===== src/rtl/regfile_pkg.sv =====
`default_nettype none
// +------------------------------------------------------------------+
// | regfile_pkg : shared types, defaults and bus helper for regfile_mp |
// | Rev 1.0                                                           |
// +------------------------------------------------------------------+
package regfile_pkg;

  typedef enum logic [1:0] {
    CLR_IDLE  = 2'd0,
    CLR_SWEEP = 2'd1,
    CLR_DONE  = 2'd2
  } clr_state_t;

  localparam int c_DATA_W_DEFAULT = 32;
  localparam int c_ADDR_W_DEFAULT = 5;
  localparam int c_MAX_BUS_W      = 256;
  localparam int c_MAX_FIELD_W    = 64;

  // Extract field p of width w from a packed bus; callers cast to the real width.
  function automatic logic [c_MAX_FIELD_W-1:0] unpack_port(
    input logic [c_MAX_BUS_W-1:0] bus,
    input int unsigned            p,
    input int unsigned            w
  );
    logic [c_MAX_BUS_W-1:0] sh;
    logic [c_MAX_BUS_W-1:0] mask;
    sh   = bus >> (p * w);
    mask = ~({c_MAX_BUS_W{1'b1}} << w);
    return c_MAX_FIELD_W'(sh & mask);
  endfunction

endpackage
`default_nettype wire


===== src/rtl/regfile_clr_seq.sv =====
`default_nettype none
// +------------------------------------------------------------------+
// | regfile_clr_seq : clear-sweep sequencer, one entry zeroed per clk |
// | Rev 1.0                                                           |
// +------------------------------------------------------------------+
module regfile_clr_seq
  import regfile_pkg::*;
#(
  parameter int ADDR_W = c_ADDR_W_DEFAULT
) (
  input  logic              clk,
  input  logic              reset_n,
  input  logic              clr_req,
  output logic              sweep_we,
  output logic [ADDR_W-1:0] sweep_addr,
  output logic              clr_busy,
  output logic              clr_done
);

  localparam logic [ADDR_W-1:0] c_LAST = '1;

  clr_state_t        r_state;
  clr_state_t        w_next;
  logic [ADDR_W-1:0] r_idx;

  always_ff @(posedge clk or negedge reset_n) begin
    if (!reset_n) begin
      r_state <= CLR_IDLE;
      r_idx   <= '0;
    end else begin
      r_state <= w_next;
      if (r_state == CLR_IDLE && clr_req) begin
        r_idx <= '0;
      end else if (r_state == CLR_SWEEP && r_idx != c_LAST) begin
        r_idx <= r_idx + 1'b1;
      end
    end
  end

  always_comb begin
    w_next   = r_state;
    sweep_we = 1'b0;
    clr_busy = 1'b0;
    clr_done = 1'b0;
    case (r_state)
      CLR_IDLE: begin
        if (clr_req) w_next = CLR_SWEEP;
      end
      CLR_SWEEP: begin
        clr_busy = 1'b1;
        sweep_we = 1'b1;
        if (r_idx == c_LAST) w_next = CLR_DONE;
      end
      CLR_DONE: begin
        clr_done = 1'b1;
        w_next   = CLR_IDLE;
      end
      default: w_next = CLR_IDLE;
    endcase
  end

  assign sweep_addr = r_idx;

endmodule
`default_nettype wire


===== src/rtl/regfile_mp.sv =====
`default_nettype none
// +------------------------------------------------------------------+
// | regfile_mp : multi-port register file with clear sweep            |
// | Optional write forwarding: define REGFILE_BYPASS_EN               |
// | Rev 1.0                                                           |
// +------------------------------------------------------------------+
module regfile_mp
  import regfile_pkg::*;
#(
  parameter int DATA_W   = c_DATA_W_DEFAULT,
  parameter int ADDR_W   = c_ADDR_W_DEFAULT,
  parameter int NREAD    = 2,
  parameter int NWRITE   = 1,
  parameter int ZERO_REG = 1
) (
  input  logic                     clk,
  input  logic                     reset_n,
  input  logic [NWRITE-1:0]        we,
  input  logic [NWRITE*ADDR_W-1:0] wa,
  input  logic [NWRITE*DATA_W-1:0] wd,
  input  logic [NREAD*ADDR_W-1:0]  ra,
  output logic [NREAD*DATA_W-1:0]  rd,
  input  logic                     clr_req,
  output logic                     clr_busy,
  output logic                     clr_done
);

  localparam int c_DEPTH = 2 ** ADDR_W;

  logic [DATA_W-1:0] r_mem [c_DEPTH];
  logic [ADDR_W-1:0] w_wa  [NWRITE];
  logic [DATA_W-1:0] w_wd  [NWRITE];
  logic [ADDR_W-1:0] w_ra  [NREAD];
  logic              w_sweep_we;
  logic [ADDR_W-1:0] w_sweep_addr;

  regfile_clr_seq #(.ADDR_W(ADDR_W)) u_clr_seq (
    .clk        (clk),
    .reset_n    (reset_n),
    .clr_req    (clr_req),
    .sweep_we   (w_sweep_we),
    .sweep_addr (w_sweep_addr),
    .clr_busy   (clr_busy),
    .clr_done   (clr_done)
  );

  for (genvar p = 0; p < NWRITE; p++) begin : g_wport
    assign w_wa[p] = ADDR_W'(unpack_port(c_MAX_BUS_W'(wa), p, ADDR_W));
    assign w_wd[p] = DATA_W'(unpack_port(c_MAX_BUS_W'(wd), p, DATA_W));
  end

  // Sweep clear goes first so a same-cycle user write overrides it; later
  // ports override earlier ones on address collisions.
  always_ff @(posedge clk or negedge reset_n) begin
    if (!reset_n) begin
      for (int i = 0; i < c_DEPTH; i++) r_mem[i] <= '0;
    end else begin
      if (w_sweep_we) r_mem[w_sweep_addr] <= '0;
      for (int p = 0; p < NWRITE; p++) begin
        if (we[p] && !((ZERO_REG != 0) && (w_wa[p] == '0))) begin
          r_mem[w_wa[p]] <= w_wd[p];
        end
      end
    end
  end

  for (genvar i = 0; i < NREAD; i++) begin : g_rport
    logic [DATA_W-1:0] w_rdata;
    assign w_ra[i] = ADDR_W'(unpack_port(c_MAX_BUS_W'(ra), i, ADDR_W));

    always_comb begin
      w_rdata = r_mem[w_ra[i]];
`ifdef REGFILE_BYPASS_EN
      for (int p = 0; p < NWRITE; p++) begin
        if (we[p] && (w_wa[p] == w_ra[i])) w_rdata = w_wd[p];
      end
`endif
      if ((ZERO_REG != 0) && (w_ra[i] == '0)) w_rdata = '0;
    end

    assign rd[i*DATA_W +: DATA_W] = w_rdata;
  end

endmodule
`default_nettype wire

===== config.mk =====
export PLATFORM = sky130hd
export DESIGN_NAME = regfile_mp
export DESIGN_NICKNAME = d
export VERILOG_FILES = /design/src/rtl/regfile_pkg.sv /design/src/rtl/regfile_clr_seq.sv /design/src/rtl/regfile_mp.sv
export SDC_FILE = /design/constraint.sdc
export NUM_CORES = 2
export LEC_CHECK = 0
export BUFFER_PORTS_ARGS = -buffer_cell sky130_fd_sc_hd__buf_2
export CAP_MARGIN = 20
export CORE_ASPECT_RATIO = 0.9
export CORE_UTILIZATION = 50
export DETAILED_ROUTE_END_ITERATION = 16
export GPL_TIMING_DRIVEN = 0
export PLACE_DENSITY = 0.66
export REMOVE_ABC_BUFFERS = 1
export SLEW_MARGIN = 20
export SYNTH_ARGS = -nofsm -noshare
export SYNTH_HDL_FRONTEND = slang
export SYNTH_SLANG_ARGS = --single-unit

===== constraint.sdc =====
create_clock -name clk -period 4.1 [get_ports clk]
set_clock_uncertainty 0.05 [all_clocks]
set_input_delay 0.615 -clock clk [delete_from_list [all_inputs] [get_ports clk]]
set_output_delay 0.615 -clock clk [all_outputs]
set_load 0.02 [all_outputs]

==> Implementation_results.wiki <==
{| class="wikitable"
! Metric !! Value
|-
| Total clock buffers created by CTS || 106
|-
| Worst hold path startpoint || clr_req
|-
| Int Power || 28.0 mW
|-
| Clock tree from TritonCTS || built
|-
| R2R Path End || r_mem[892]
|-
| Kind of cell with the highest combined delay on the critical path || buffers and inverters
|-
| Area occupied by multi-input gates || ~27000 sq um
|-
| Commonest cells in the netlist || 1031 x sky130_fd_sc_hd__dfrtp_1, 884 x sky130_fd_sc_hd__a22o_1, 412 x sky130_fd_sc_hd__mux4_2, 254 x sky130_fd_sc_hd__clkbuf_1, 222 x sky130_fd_sc_hd__nand2_1
|-
| Met3 layer usage reported by global route || 18.6%
|-
| Count of cell types in the netlist || 53
|-
| Top cell type's share of synthesized area || roughly 48%
|-
| GRT met1 Usage || a little over half
|-
| Sw frac || approximately 33%
|-
| Cell count after placement || 5234
|-
| CTS max path bufs || 3
|-
| Sequential fraction of design power || between 40 and 50%
|-
| 1st-iter DRT viols || 6908
|-
| Most common cell in the netlist || sky130_fd_sc_hd__dfrtp_1
|-
| Post-route antenna net violation count || 0
|-
| Hold slack final || 301 ps
|-
| Area contributors post-synth || sky130_fd_sc_hd__dfrtp_1 48%, sky130_fd_sc_hd__mux4_2 17%, sky130_fd_sc_hd__a22o_1 14%
|-
| Count of nets after finishing || between 3000 and 4000
|-
| Core area || between 100000 and 150000 sq um
|-
| Routing layer with the top usage in global route || met2
|-
| Grt met2 use || roughly 54%
|-
| Number of detailed-routing iterations run before antenna repair || 8
|-
| Post-layout min period || 4320 ps
|-
| Reg area || between 20000 and 30000 sq um
|-
| Failing checks || negative setup slack
|-
| Initial antenna violation count || 20
|-
| Category of the most critical setup path || primary input to output pin
|-
| Pwr/cell area || ~670 nW/um^2
|-
| Peak VDD IR || between 0.0004 and 0.0005 V
|-
| Main synth FF type || sky130_fd_sc_hd__dfrtp_1
|-
| Clock tree root driver cell || sky130_fd_sc_hd__clkbuf_16
|-
| Total of buffers placed on input and output ports || 116
|-
| Total via count after detailed routing || roughly 43000
|-
| Synthesized area per cell || 13.4 sq um
|-
| # DRC || 0
|-
| Post-detailed-routing wire length || 220000 microns
|-
| Critical path buffer and inverter count || 3
|-
| Worst endpoint required time || approximately 3400 ps
|-
| Crit path setup slack, layout || -221 ps
|-
| End of the worst hold path || u_clr_seq.sweep_addr[2]
|-
| Post-synth EDFFs || 0
|-
| Count of final setup violators || 21
|-
| Max incr delay on CP || between 600 and 700 ps
|-
| Area of the mapped netlist || approximately 54000 sq um
|-
| Register clock-pin slew on the reported worst setup and hold paths || ~60 ps
|-
| FF-to-FF path depth || 6
|-
| Via count of the first global-routing pass || about 43000
|-
| Logic pwr share || between 30% and 40%
|-
| Biggest fanout along the worst timing path || 34
|-
| Place WS || -838 ps
|-
| Sw Pwr || about 14 mW
|-
| Unrepaired setup endpoints after global routing || yes
|-
| Highest attainable clock frequency || ~230 MHz
|-
| Status || finished with violations
|-
| Number of cells traversed by the worst hold path || 4
|-
| Fillcell total || slightly above 8000
|-
| Top Ports || 117
|-
| Number of levels the H-tree was split into || 3
|-
| Arrival time reported for the critical path endpoint || roughly 3700 ps
|-
| Type of the tightest min-delay check || primary input to flop
|-
| Post-route fraction of the period consumed by the critical path || 105%
|-
| Yosys top cell by area || sky130_fd_sc_hd__dfrtp_1
|-
| Global-route usage over all layers || between 30% and 40%
|-
| Die Width || about 350 microns
|-
| Internal reg-to-reg setup slack || about 1100 ps
|-
| Routability congestion estimate from global placement || ~0.85
|-
| Worst-margin pin slew || around 1100 ps
|-
| Post-synthesis instance total || about 4000
|-
| Area Overhead vs Synth || 16.6%
|-
| Drt via density || just under 8
|-
| Share of power burned in the clock network || 25.3%
|-
| Share of cells above drive strength 1 || about 27%
|-
| Count of placed standard cells in the final layout, fillers left out || 5470
|-
| Standby leakage power || 27.7 nW
|-
| Critical-path cell list || buf_6, or2_4, buf_12, or4_4, o21ai_1, a311oi_4, buf_2
|-
| Number of pins with negative max-slew slack in the final report || 0
|-
| Fraction of synthesis flops using an asynchronous set or reset pin || 100%
|-
| Synthesized flop and latch total || just over 1000
|-
| Clock sink count || about 1000
|-
| Die area || ~110000 sq um
|-
| Sequential element share of the synthesized area || ~48%
|-
| Wire length per cell || approximately 40 microns
|-
| Count of yosys warnings during synthesis || 0
|-
| Overall overflow remaining after global route || 0
|-
| Die height || 314 microns
|-
| Category of the worst setup path launch point || primary input
|-
| Number of core rows || about 110
|-
| Endpoint kind of the worst setup timing path || output pin
|-
| Initial cell density of the core || 50.4%
|-
| Count of max-cap constraint violations || 0
|-
| Relative slew margins || between 20% and 30%
|-
| Maximum number of pins on one net before global-route repair || roughly 130
|-
| Crit-path slowest cell || sky130_fd_sc_hd__a311oi_4
|-
| Worst reg2reg startpoint || u_clr_seq.sweep_addr[0]
|-
| Final hold vios || 0
|-
| Detailed placement HPWL || about 130000 microns
|-
| First-pass GRT wire length || between 300000 and 400000 microns
|-
| Clock latency reported for the late side of the worst-skew pair || ~710 ps
|}
placed cells by master, fill, tap and decap left out, types with 30 or more instances in the layout:
master	count
sky130_fd_sc_hd__buf_12	47
sky130_fd_sc_hd__a22oi_1	64
sky130_fd_sc_hd__buf_2	104
sky130_fd_sc_hd__dfrtp_1	1031
sky130_fd_sc_hd__mux2i_1	128
sky130_fd_sc_hd__a221oi_1	44
sky130_fd_sc_hd__nand2_1	218
sky130_fd_sc_hd__mux4_2	412
sky130_fd_sc_hd__o21ai_0	112
sky130_fd_sc_hd__mux4_1	36
sky130_fd_sc_hd__a311oi_2	30
sky130_fd_sc_hd__o21ai_1	101
sky130_fd_sc_hd__a22o_1	884
sky130_fd_sc_hd__mux2_2	65
sky130_fd_sc_hd__clkbuf_16	115
sky130_fd_sc_hd__buf_16	103
sky130_fd_sc_hd__a211oi_1	61
sky130_fd_sc_hd__and2_1	33
sky130_fd_sc_hd__nor2_4	31
sky130_fd_sc_hd__nor2b_1	67
timing repair:
action	in CTS	in global routing
endpoints found under the hold margin	65	0
gates resized for setup	37	14
hold buffers	1	0
endpoints found under the setup margin	62	25
gates cloned	7	7
pin swaps	5	2
setup buffers	15	0
layer usage:
metal / vias up / wire length (microns)
met5: - / 107
met4: 12 / 13000
met3: 871 / 37500
met2: 4188 / 90900
met1: 22400 / 78400
li1: 16000 / -
sequential cells by signal (all words and copies together) (netlist names):
register	count
r_mem	1024
u_clr_seq.sweep_addr	5
u_clr_seq.r_state	2
logic make-up after synthesis:
kind of cell               count (synthesis)  synth area share, %
buffers and inverters                    516                 4.88
and+or+nand+nor                          434                 3.95
muxes                                    641                 22.6
AOI/OAI and AO/OA                       1402                 20.7
adders and majority gates                  5                0.116
DFF                                     1031                 47.7
power by group through the flow:
| stage | Sequential, mW | Combinational (mW) | Clock, mW |
|---|---|---|---|
| 2_1_floorplan | 16.6 | 8.53 | 0 |
| 3_3_place_gp | 17.6 | 11.7 | 0 |
| 3_5_place_dp | 17.7 | 12.7 | 0 |
| 4_1_cts | 17.7 | 12.9 | 10.6 |
| 5_1_grt | 18.3 | 13.9 | 11.0 |
| 6_report | 18.0 | 13.3 | 10.6 |
cell type report:
cell class	instances	area share, %
Antenna cell	13	0.0516
Sequential cell	1031	41.0
Clock buffer	151	4.99
Inverter	5	0.0457
Multi-Input combinational cell	2484	42.3
Clock inverter	42	0.977
Tap cell	1450	2.88
Timing Repair Buffer	294	7.80
stage by stage:
| step | TNS [ps] | area, sq um | util [%] | power (mW) |
|---|---|---|---|---|
| 2_1_floorplan | 0 | 51400 | - | 25.2 |
| 3_3_place_gp | - | 53800 | 50.2 | 29.3 |
| 3_5_place_dp | -22580 | 58300 | 54.4 | 30.5 |
| 4_1_cts | 0 | 62700 | 58.4 | 41.2 |
| 5_1_grt | -107 | 63000 | 58.7 | 43.3 |
| 6_report | -1510 | 63000 | 58.7 | 41.9 |
worst max-delay path by stage:
stage	startpoint	end	slack, ps	cells past startpoint
4_1_cts	ra[6]	rd[42]	9	8
3_3_place_gp	reset_n	r_mem[845]	-20560	1
3_5_place_dp	ra[7]	rd[34]	-840	9
5_1_grt	ra[9]	rd[51]	-50	7
6_report	ra[9]	rd[41]	-220	7
2_1_floorplan	wa[1]	r_mem[224]	830	4
worst register-to-register path, cell delays in order, from the launching register on:
cell,delay [ps]
sky130_fd_sc_hd__dfrtp_1,430
sky130_fd_sc_hd__inv_1,140
sky130_fd_sc_hd__ha_1,150
sky130_fd_sc_hd__and3b_1,740
sky130_fd_sc_hd__nand2_1,920
sky130_fd_sc_hd__a21oi_1,390
sky130_fd_sc_hd__nor2_1,60
Note: power is estimated with default switching activity, not from simulation.
